### src/rtl/loader_pkg.sv
// loader_pkg: shared state encoding and stream framing constants for the instruction loader.
package loader_pkg;
    typedef enum logic [2:0] {S_IDLE, S_HDR0, S_HDR1, S_DATA, S_WRITE, S_DONE, S_ERR} state_t;
    localparam int HDR_BYTES      = 2;
    localparam int BYTES_PER_WORD = 4;
endpackage

### src/rtl/instr_mem_loader_if.sv
// instr_mem_loader_if: byte stream in, instruction-memory write port and status out.
interface instr_mem_loader_if #(parameter int POS = 10);
    logic           START;
    logic [7:0]     BYTE_DATA;
    logic           BYTE_VALID;
    logic           BYTE_READY;
    logic           WR_EN;
    logic [POS-1:0] WR_ADDR;
    logic [31:0]    WR_DATA;
    logic           BUSY;
    logic           DONE;
    logic           ERROR;
    modport master (output START, BYTE_DATA, BYTE_VALID,
                    input BYTE_READY, WR_EN, WR_ADDR, WR_DATA, BUSY, DONE, ERROR);
    modport slave  (input START, BYTE_DATA, BYTE_VALID,
                    output BYTE_READY, WR_EN, WR_ADDR, WR_DATA, BUSY, DONE, ERROR);
endinterface

### src/rtl/byte_packer.sv
// byte_packer: assembles little-endian 32-bit words from accepted bytes; word_done flags the completing byte.
module byte_packer
    import loader_pkg::*;
(
    input  logic        CLK,
    input  logic        RESET,
    input  logic        clr,
    input  logic        push,
    input  logic [7:0]  byte_in,
    output logic [31:0] word_next,
    output logic        word_done
);
    logic [1:0]  idx_q, idx_d;
    logic [31:0] shift_q, shift_d;
    always_comb begin
        word_next = {byte_in, shift_q[31:8]};
        word_done = push && idx_q == 2'(BYTES_PER_WORD - 1);
        idx_d     = clr ? 2'd0 : push ? idx_q + 2'd1 : idx_q;
        shift_d   = push ? word_next : shift_q;
    end
    always_ff @(posedge CLK) begin
        if (RESET) begin
            idx_q   <= '0;
            shift_q <= '0;
        end else begin
            idx_q   <= idx_d;
            shift_q <= shift_d;
        end
    end
endmodule

### src/rtl/instr_mem_loader.sv
// instr_mem_loader: parses a counted little-endian byte stream and writes it word by word into instruction memory.
module instr_mem_loader
    import loader_pkg::*;
#(
    parameter int POSICIONES = 1024,
    parameter int POS        = $clog2(POSICIONES)
) (
    input logic               CLK,
    input logic               RESET,
    instr_mem_loader_if.slave bus
);
    localparam logic [16:0] MAX_N = 17'(POSICIONES);
    state_t         state_q, state_d;
    logic [15:0]    n_q, n_d, words_q, words_d, hdr_n;
    logic [POS-1:0] wr_addr_q, wr_addr_d;
    logic [31:0]    wr_data_q, wr_data_d, word_next;
    logic           ready, accept, start_ok, word_done;
    byte_packer u_packer (
        .CLK       (CLK),
        .RESET     (RESET),
        .clr       (start_ok),
        .push      (accept && state_q == S_DATA),
        .byte_in   (bus.BYTE_DATA),
        .word_next (word_next),
        .word_done (word_done)
    );
    always_ff @(posedge CLK) begin
        if (RESET) state_q <= S_IDLE;
        else       state_q <= state_d;
    end
    always_comb begin
        state_d = state_q;
        unique case (state_q)
            S_IDLE, S_DONE, S_ERR: if (bus.START) state_d = S_HDR0;
            S_HDR0:  if (accept) state_d = S_HDR1;
            S_HDR1:  if (accept) state_d = hdr_n == 16'd0 ? S_DONE : {1'b0, hdr_n} > MAX_N ? S_ERR : S_DATA;
            S_DATA:  if (word_done) state_d = S_WRITE;
            S_WRITE: state_d = (words_q + 16'd1) < n_q ? S_DATA : S_DONE;
            default: state_d = S_IDLE;
        endcase
    end
    always_comb begin
        ready          = state_q inside {S_HDR0, S_HDR1, S_DATA};
        start_ok       = bus.START && state_q inside {S_IDLE, S_DONE, S_ERR};
        accept         = ready && bus.BYTE_VALID;
        hdr_n          = {bus.BYTE_DATA, n_q[7:0]};
        bus.BYTE_READY = ready;
        bus.WR_EN      = state_q == S_WRITE;
        bus.BUSY       = state_q inside {S_HDR0, S_HDR1, S_DATA, S_WRITE};
        bus.DONE       = state_q == S_DONE;
        bus.ERROR      = state_q == S_ERR;
        bus.WR_ADDR    = wr_addr_q;
        bus.WR_DATA    = wr_data_q;
    end
    // Address/data are captured on the completing byte so they hold steady between strobes.
    always_comb begin
        n_d       = n_q;
        words_d   = words_q;
        wr_addr_d = wr_addr_q;
        wr_data_d = wr_data_q;
        if (start_ok) begin
            n_d       = '0;
            words_d   = '0;
            wr_addr_d = '0;
        end
        if (accept && state_q == S_HDR0) n_d = {8'h00, bus.BYTE_DATA};
        if (accept && state_q == S_HDR1) n_d = hdr_n;
        if (word_done) begin
            wr_addr_d = POS'(words_q);
            wr_data_d = word_next;
        end
        if (state_q == S_WRITE) words_d = words_q + 16'd1;
    end
    always_ff @(posedge CLK) begin
        if (RESET) begin
            n_q       <= '0;
            words_q   <= '0;
            wr_addr_q <= '0;
            wr_data_q <= '0;
        end else begin
            n_q       <= n_d;
            words_q   <= words_d;
            wr_addr_q <= wr_addr_d;
            wr_data_q <= wr_data_d;
        end
    end
endmodule

### src/flat_wrapper.sv
// flat-port wrapper written by rule: the top's interface ports become plain ports
module instr_mem_loader_flat import loader_pkg::*;
#(
    parameter int POSICIONES = 1024,
    parameter int POS        = $clog2(POSICIONES)
)
  (CLK, RESET, bus_START, bus_BYTE_DATA, bus_BYTE_VALID, bus_BYTE_READY, bus_WR_EN, bus_WR_ADDR, bus_WR_DATA, bus_BUSY, bus_DONE, bus_ERROR);
  instr_mem_loader_if #(.POS(POS)) bus_i ();
  input logic CLK;
  input logic RESET;
  input wire logic [$bits(bus_i.START)-1:0] bus_START;
  input wire logic [$bits(bus_i.BYTE_DATA)-1:0] bus_BYTE_DATA;
  input wire logic [$bits(bus_i.BYTE_VALID)-1:0] bus_BYTE_VALID;
  output wire logic [$bits(bus_i.BYTE_READY)-1:0] bus_BYTE_READY;
  output wire logic [$bits(bus_i.WR_EN)-1:0] bus_WR_EN;
  output wire logic [$bits(bus_i.WR_ADDR)-1:0] bus_WR_ADDR;
  output wire logic [$bits(bus_i.WR_DATA)-1:0] bus_WR_DATA;
  output wire logic [$bits(bus_i.BUSY)-1:0] bus_BUSY;
  output wire logic [$bits(bus_i.DONE)-1:0] bus_DONE;
  output wire logic [$bits(bus_i.ERROR)-1:0] bus_ERROR;
  assign bus_i.START = bus_START;
  assign bus_i.BYTE_DATA = bus_BYTE_DATA;
  assign bus_i.BYTE_VALID = bus_BYTE_VALID;
  assign bus_BYTE_READY = bus_i.BYTE_READY;
  assign bus_WR_EN = bus_i.WR_EN;
  assign bus_WR_ADDR = bus_i.WR_ADDR;
  assign bus_WR_DATA = bus_i.WR_DATA;
  assign bus_BUSY = bus_i.BUSY;
  assign bus_DONE = bus_i.DONE;
  assign bus_ERROR = bus_i.ERROR;
  instr_mem_loader #(.POSICIONES(POSICIONES), .POS(POS)) u_core (.CLK(CLK), .RESET(RESET), .bus(bus_i));
endmodule
### config.mk
export PLATFORM = sky130hd
export DESIGN_NAME = instr_mem_loader_flat
export DESIGN_NICKNAME = d
export VERILOG_FILES = /design/src/rtl/loader_pkg.sv /design/src/rtl/instr_mem_loader_if.sv /design/src/rtl/byte_packer.sv /design/src/rtl/instr_mem_loader.sv /design/src/flat_wrapper.sv
export SDC_FILE = /design/constraint.sdc
export NUM_CORES = 1
export LEC_CHECK = 0
export CORE_MARGIN = 2
export CORE_UTILIZATION = 50
export DETAILED_ROUTE_END_ITERATION = 12
export GPL_ROUTABILITY_DRIVEN = 0
export PLACE_DENSITY_LB_ADDON = 0.2
export SYNTH_ARGS = -nofsm -noshare
export SYNTH_HDL_FRONTEND = slang
export SYNTH_SLANG_ARGS = --single-unit
### constraint.sdc
create_clock -name CLK -period 2.8 [get_ports CLK]
set_input_delay 0.56 -clock CLK [delete_from_list [all_inputs] [get_ports CLK]]
set_output_delay 0.56 -clock CLK [all_outputs]
set_load 0.02 [all_outputs]
# Yosys cells after proc, flatten, opt, wreduce, memory -nomap -nowiden
# Cells that the tools add are included.
# op_classes
n_addsub	2
magnitude_cmp	2
n_eq_ne	11
mux	14
bitwise	1
reduce_logical	19
# ops
op	n
$mux 16	4
$mux 3	7
$mux 10	2
$add 16x1->16 const B	1
$gt 16x11->1 const B	1
$logic_not 16->1	1
$lt 16x16->1	1
$pmux 3 s5	1
$eq 3x3->1 const B	3
$reduce_bool 3->1	3
$eq 3x2->1 const B	2
$logic_and 1x1->1	6
$reduce_bool 2->1	3
$ne 2x1->1 const B	2
$ne 2x2->1 const B	2
$reduce_and 4->1	1
$reduce_bool 4->1	1
$eq 3x1->1 const B	1
$logic_not 3->1	1
$reduce_or 3->1	1
$add 2x1->2 const B	1
$eq 2x2->1 const B	1
$reduce_and 2->1	1
$reduce_or 2->1	1
$not 1->1	1
# totals
regBits	111
output_inout_bits	47
word_cells	57

# Longest topological paths before layout
# depth
depth_word	7
depth_mapped	11
depth_no_buf	11

# Modules after synthesis
# Synthesis repeated with hierarchy kept, for this count alone.
# hier_totals
hier_cells	530
area_unflattened_um2	4805.9
# by_module_without_submodules
module	instances	cells_per_inst	area_per_inst_um2
instr_mem_loader	1	436	3782.4
byte_packer	1	94	1023.5

# Worst setup path after synthesis
# OpenSTA, ideal clock, no wires.
# synth_path
path_kind	register to register
startpoint	register u_core.words_q[0]
endpoint	register u_core.state_q[1]
setup_time_ns	0.122
t_arrival_ns	2.780
setup_slack_ns	-0.103
stages_incl_launch_ff	12
n_path_buf	0
synth_period_minus_slack_ns	2.903
path_cell_list	dfxtp_1 > ha_1 > nand4_2 > nor4_4 > nand3_2 > xnor2_1 > ha_1 > nand4_1 > or4_1 > o32ai_1 > a211o_1 > o22ai_1
# synth_between
elab_chain_cells	4
# synth_lines
item	line	source
from (decl)	instr_mem_loader.sv:14	logic [15:0] n_q, n_d, words_q, words_d, hdr_n;
from (signal assigned)	instr_mem_loader.sv:82	words_q <= words_d;
$add 16x1->16	instr_mem_loader.sv:38	S_WRITE: state_d = (words_q + 16'd1) < n_q ? S_DATA : S_DONE;
$lt 16x16->1	instr_mem_loader.sv:38	
$mux 3	instr_mem_loader.sv:38	
$pmux 3 s5	instr_mem_loader.sv:33	unique case (state_q)
to (signal assigned)	instr_mem_loader.sv:29	else state_q <= state_d;
to (decl)	instr_mem_loader.sv:13	state_t state_q, state_d;
# Every way passes these cells.
# A chain may end at the register's enable or synchronous reset.

# Worst setup path after layout
# layout_path
startpoint	register u_core.words_q[1]
endpoint	register u_core.state_q[1]
# The elaborated chain is that of the path after synthesis.

==> flow_metrics.env <==
export IMPL_run_status="finished clean"
export IMPL_finClkSkew_ns=0.01691
export IMPL_synth_ff_type="dfxtp_1"
export IMPL_crit_required_ns=3.06
export IMPL_finalCriticalPeriod_ns=2.731
export IMPL_syn_avg_cell_area_sq_um=7.855
export IMPL_wl_per_cell_um=15.18
export IMPL_synth_adder_area_share_pct=4.529
export IMPL_firstDrtPassIters=7
export IMPL_stdcell_area_sq_um=5708
export IMPL_ys_seq_elements=103
export IMPL_synth_common_cells="158 x nand2_1, 103 x dfxtp_1, 99 x a21oi_1"
export IMPL_met1Wirelength_mm=5.503
export IMPL_cts_tree="yes"
export IMPL_synth_most_common_cell="nand2_1"
export IMPL_numClockSinks=103
export IMPL_clk_pin_slew_ns=0.11
export IMPL_grt_overflow_total=0
export IMPL_placed_cells=756
export IMPL_antenna_found_initial=0
export IMPL_synth_simple_area_share_pct=24.35
export IMPL_report_final_slew_viol_count=0
export IMPL_synth_top_area_cell="dfxtp_1"
export IMPL_hold_violations=0
export IMPL_postCtsSetupBuffers=0
export IMPL_crit_arrival_ns=2.99
export IMPL_vias=4305
export IMPL_fill_cells=849
export IMPL_grt_pass1_vias=4029
export IMPL_muxShareOfSynthArea_pct=0.4262
export IMPL_grt_pass1_wl_mm=19.49
export IMPL_cts_max_level=3
export IMPL_grt_max_degree=80
export IMPL_post_route_drc_count=0
export IMPL_netlist_area_leader_share_pct=43.90
export IMPL_critical_path_class="reg2reg"
export IMPL_fmax_ghz=0.3662
export IMPL_syn_nets=627
export IMPL_power_density_nw_per_um2=633.0
export IMPL_start_util_pct=51.07
export IMPL_synth_compound_area_share_pct=17.66
export IMPL_port_buffers=58
export IMPL_synth_warnings=0
export IMPL_relSlewSlack_pct=46.02
export IMPL_cts_hold_buf=0
export IMPL_final_util_pct=62.07
export IMPL_ys_types=59
export IMPL_async_flop_share_pct=0
export IMPL_ys_seq_area_share_pct=43.90
export IMPL_drt_iter0_drc=170
export IMPL_min_path_type="reg2reg"
export IMPL_min_period_over_period_pct=97.53
export IMPL_ir_drop_mv=0.3551
export IMPL_clockBufferDepth=2
export IMPL_grt_setup_unrepaired="true"
export IMPL_drive_above_1_share_pct=10.14
export IMPL_synth_top_family_by_area="simple AND/OR/NAND/NOR gates"
export IMPL_clockRootBuffer="clkbuf_8"
export IMPL_synth_area_sq_um=4697
export IMPL_cts_resized=0
export IMPL_dr_max_layer_used="met4"
export IMPL_finalPower_mw=3.613
export IMPL_netlist_top_cells_area="dfxtp_1 44%, nand2_1 13%, a21oi_1 11%"
export IMPL_post_dp_cell_area_sq_um=5465
export IMPL_route_met3_wl_um=629
export IMPL_power_leakage_nw=2.038
export IMPL_synth_cells=598
export IMPL_die_w_um=100.9
export IMPL_syn_to_final_growth_pct=21.52
export IMPL_rows=35
export IMPL_final_setup_viol_count=0
export IMPL_diodes=0
export IMPL_grt_util_all_layers_pct=23.73
export IMPL_maxCapViolations=0
export IMPL_endpoint_kind="register"
export IMPL_start_kind="register"
export IMPL_synth_xor_area_share_pct=3.516
export IMPL_die_area_sq_um=10180
export IMPL_synth_edff_count=0
export IMPL_antenna_left=0
export IMPL_numCtsBuffers=9
export IMPL_die_h_um=100.9
export IMPL_dp_hpwl_mm=8.345
export IMPL_worstSkewPairLatency_ns=0.38
export IMPL_path_max_fanout=3
export IMPL_io_pins=59
export IMPL_nNetsFinal=685
export IMPL_finalNonFillerCells=772
export IMPL_drt_wl_total_mm=11.72
export IMPL_vias_per_cell=5.576
export IMPL_worst_pin_slew_ns=0.7893
export IMPL_core_sq_um=9196
export IMPL_dr_wl_met2_mm=5.443
[layer usage]
| metal | global-route usage [%] | vias up |
|---|---|---|
| met3 | 5.201 | 13 |
| met4 | 6.237 | 0 |
| met2 | 36.82 | 128 |
| met1 | 33.56 | 2025 |
| li1 | - | 2139 |
| met5 | 0 | - |
[kinds of logic after synthesis]
logic type,Yosys count
simple gates,254
compound gates,144
flops,103
buf+inv,60
xor+xnor,18
fa+ha+maj,17
mux,2
[final timing paths]
check	slack [ns]	start	to	depth (start not counted)
worst max-delay path	0.07	u_core.words_q[1]	u_core.state_q[1]	11
worst min-delay path	0.45	u_core.u_packer.shift_q[12]	u_core.bus.WR_DATA[4]	2
worst max register to register	0.07	u_core.words_q[1]	u_core.state_q[1]	11
worst min register to register	0.45	u_core.u_packer.shift_q[12]	u_core.bus.WR_DATA[4]	2
[stage by stage]
step / setup TNS (ns) / hold WS [ns] / setup slack [ns]
floorplan: 0 / 0.4321 / 0.03338
global placement: 0 / 0.4456 / 0.09756
detailed placement: 0 / 0.4465 / 0.06003
CTS: 0 / 0.4529 / 0.03158
global route: -0.1455 / 0.4688 / -0.07847
finish: 0 / 0.4488 / 0.06905
[area by class of cell]
class / count / area [sq um] / share of cell area [%]
sequential: 103 / 2066 / 36.19
tap: 111 / 138.9 / 2.433
clock buffer: 9 / 123.9 / 2.170
inverter: 20 / 75.07 / 1.315
timing repair buffer: 87 / 805.8 / 14.12
clock inverter: 7 / 95.09 / 1.666
multi-input combinational: 435 / 2404 / 42.11
[layout by cell type (no fill, tap or decap), types with 4 or more instances in the layout]
master	count
ha_1	16
nand4_1	4
nand3_1	34
xor2_1	6
nor3_1	6
dfxtp_1	100
o21ai_0	11
xnor2_1	11
nand2_1	158
nor4_1	6
clkbuf_8	9
nor2_1	21
a21oi_1	99
inv_1	19
clkdlybuf4s50_1	57
a31oi_1	5
buf_4	28
[critical path: stages (launching register included)]
cell and delay, ns:
dfxtp_2 0.37, ha_4 0.15, nand4_4 0.13, nor4_4 0.35, nand3_2 0.12, xnor2_1 0.15, ha_1 0.30, nand4_1 0.13
or4_4 0.44, o32ai_2 0.26, a211o_1 0.14, o22ai_1 0.08
[power by group]
part	internal (mW)	switching, mW
logic	0.388	0.596
clock network	0.443	0.571
registers	1.52	0.0940
total	2.35	1.26
[state kept, by name, indices dropped and copies added, names as in the netlist]
signal	cells
u_core.bus.WR_ADDR	10
u_core.bus.WR_DATA	32
u_core.n_q	16
u_core.state_q	3
u_core.u_packer.idx_q	2
u_core.u_packer.shift_q	24
u_core.words_q	16
Note: power is estimated with default switching activity, not from simulation.
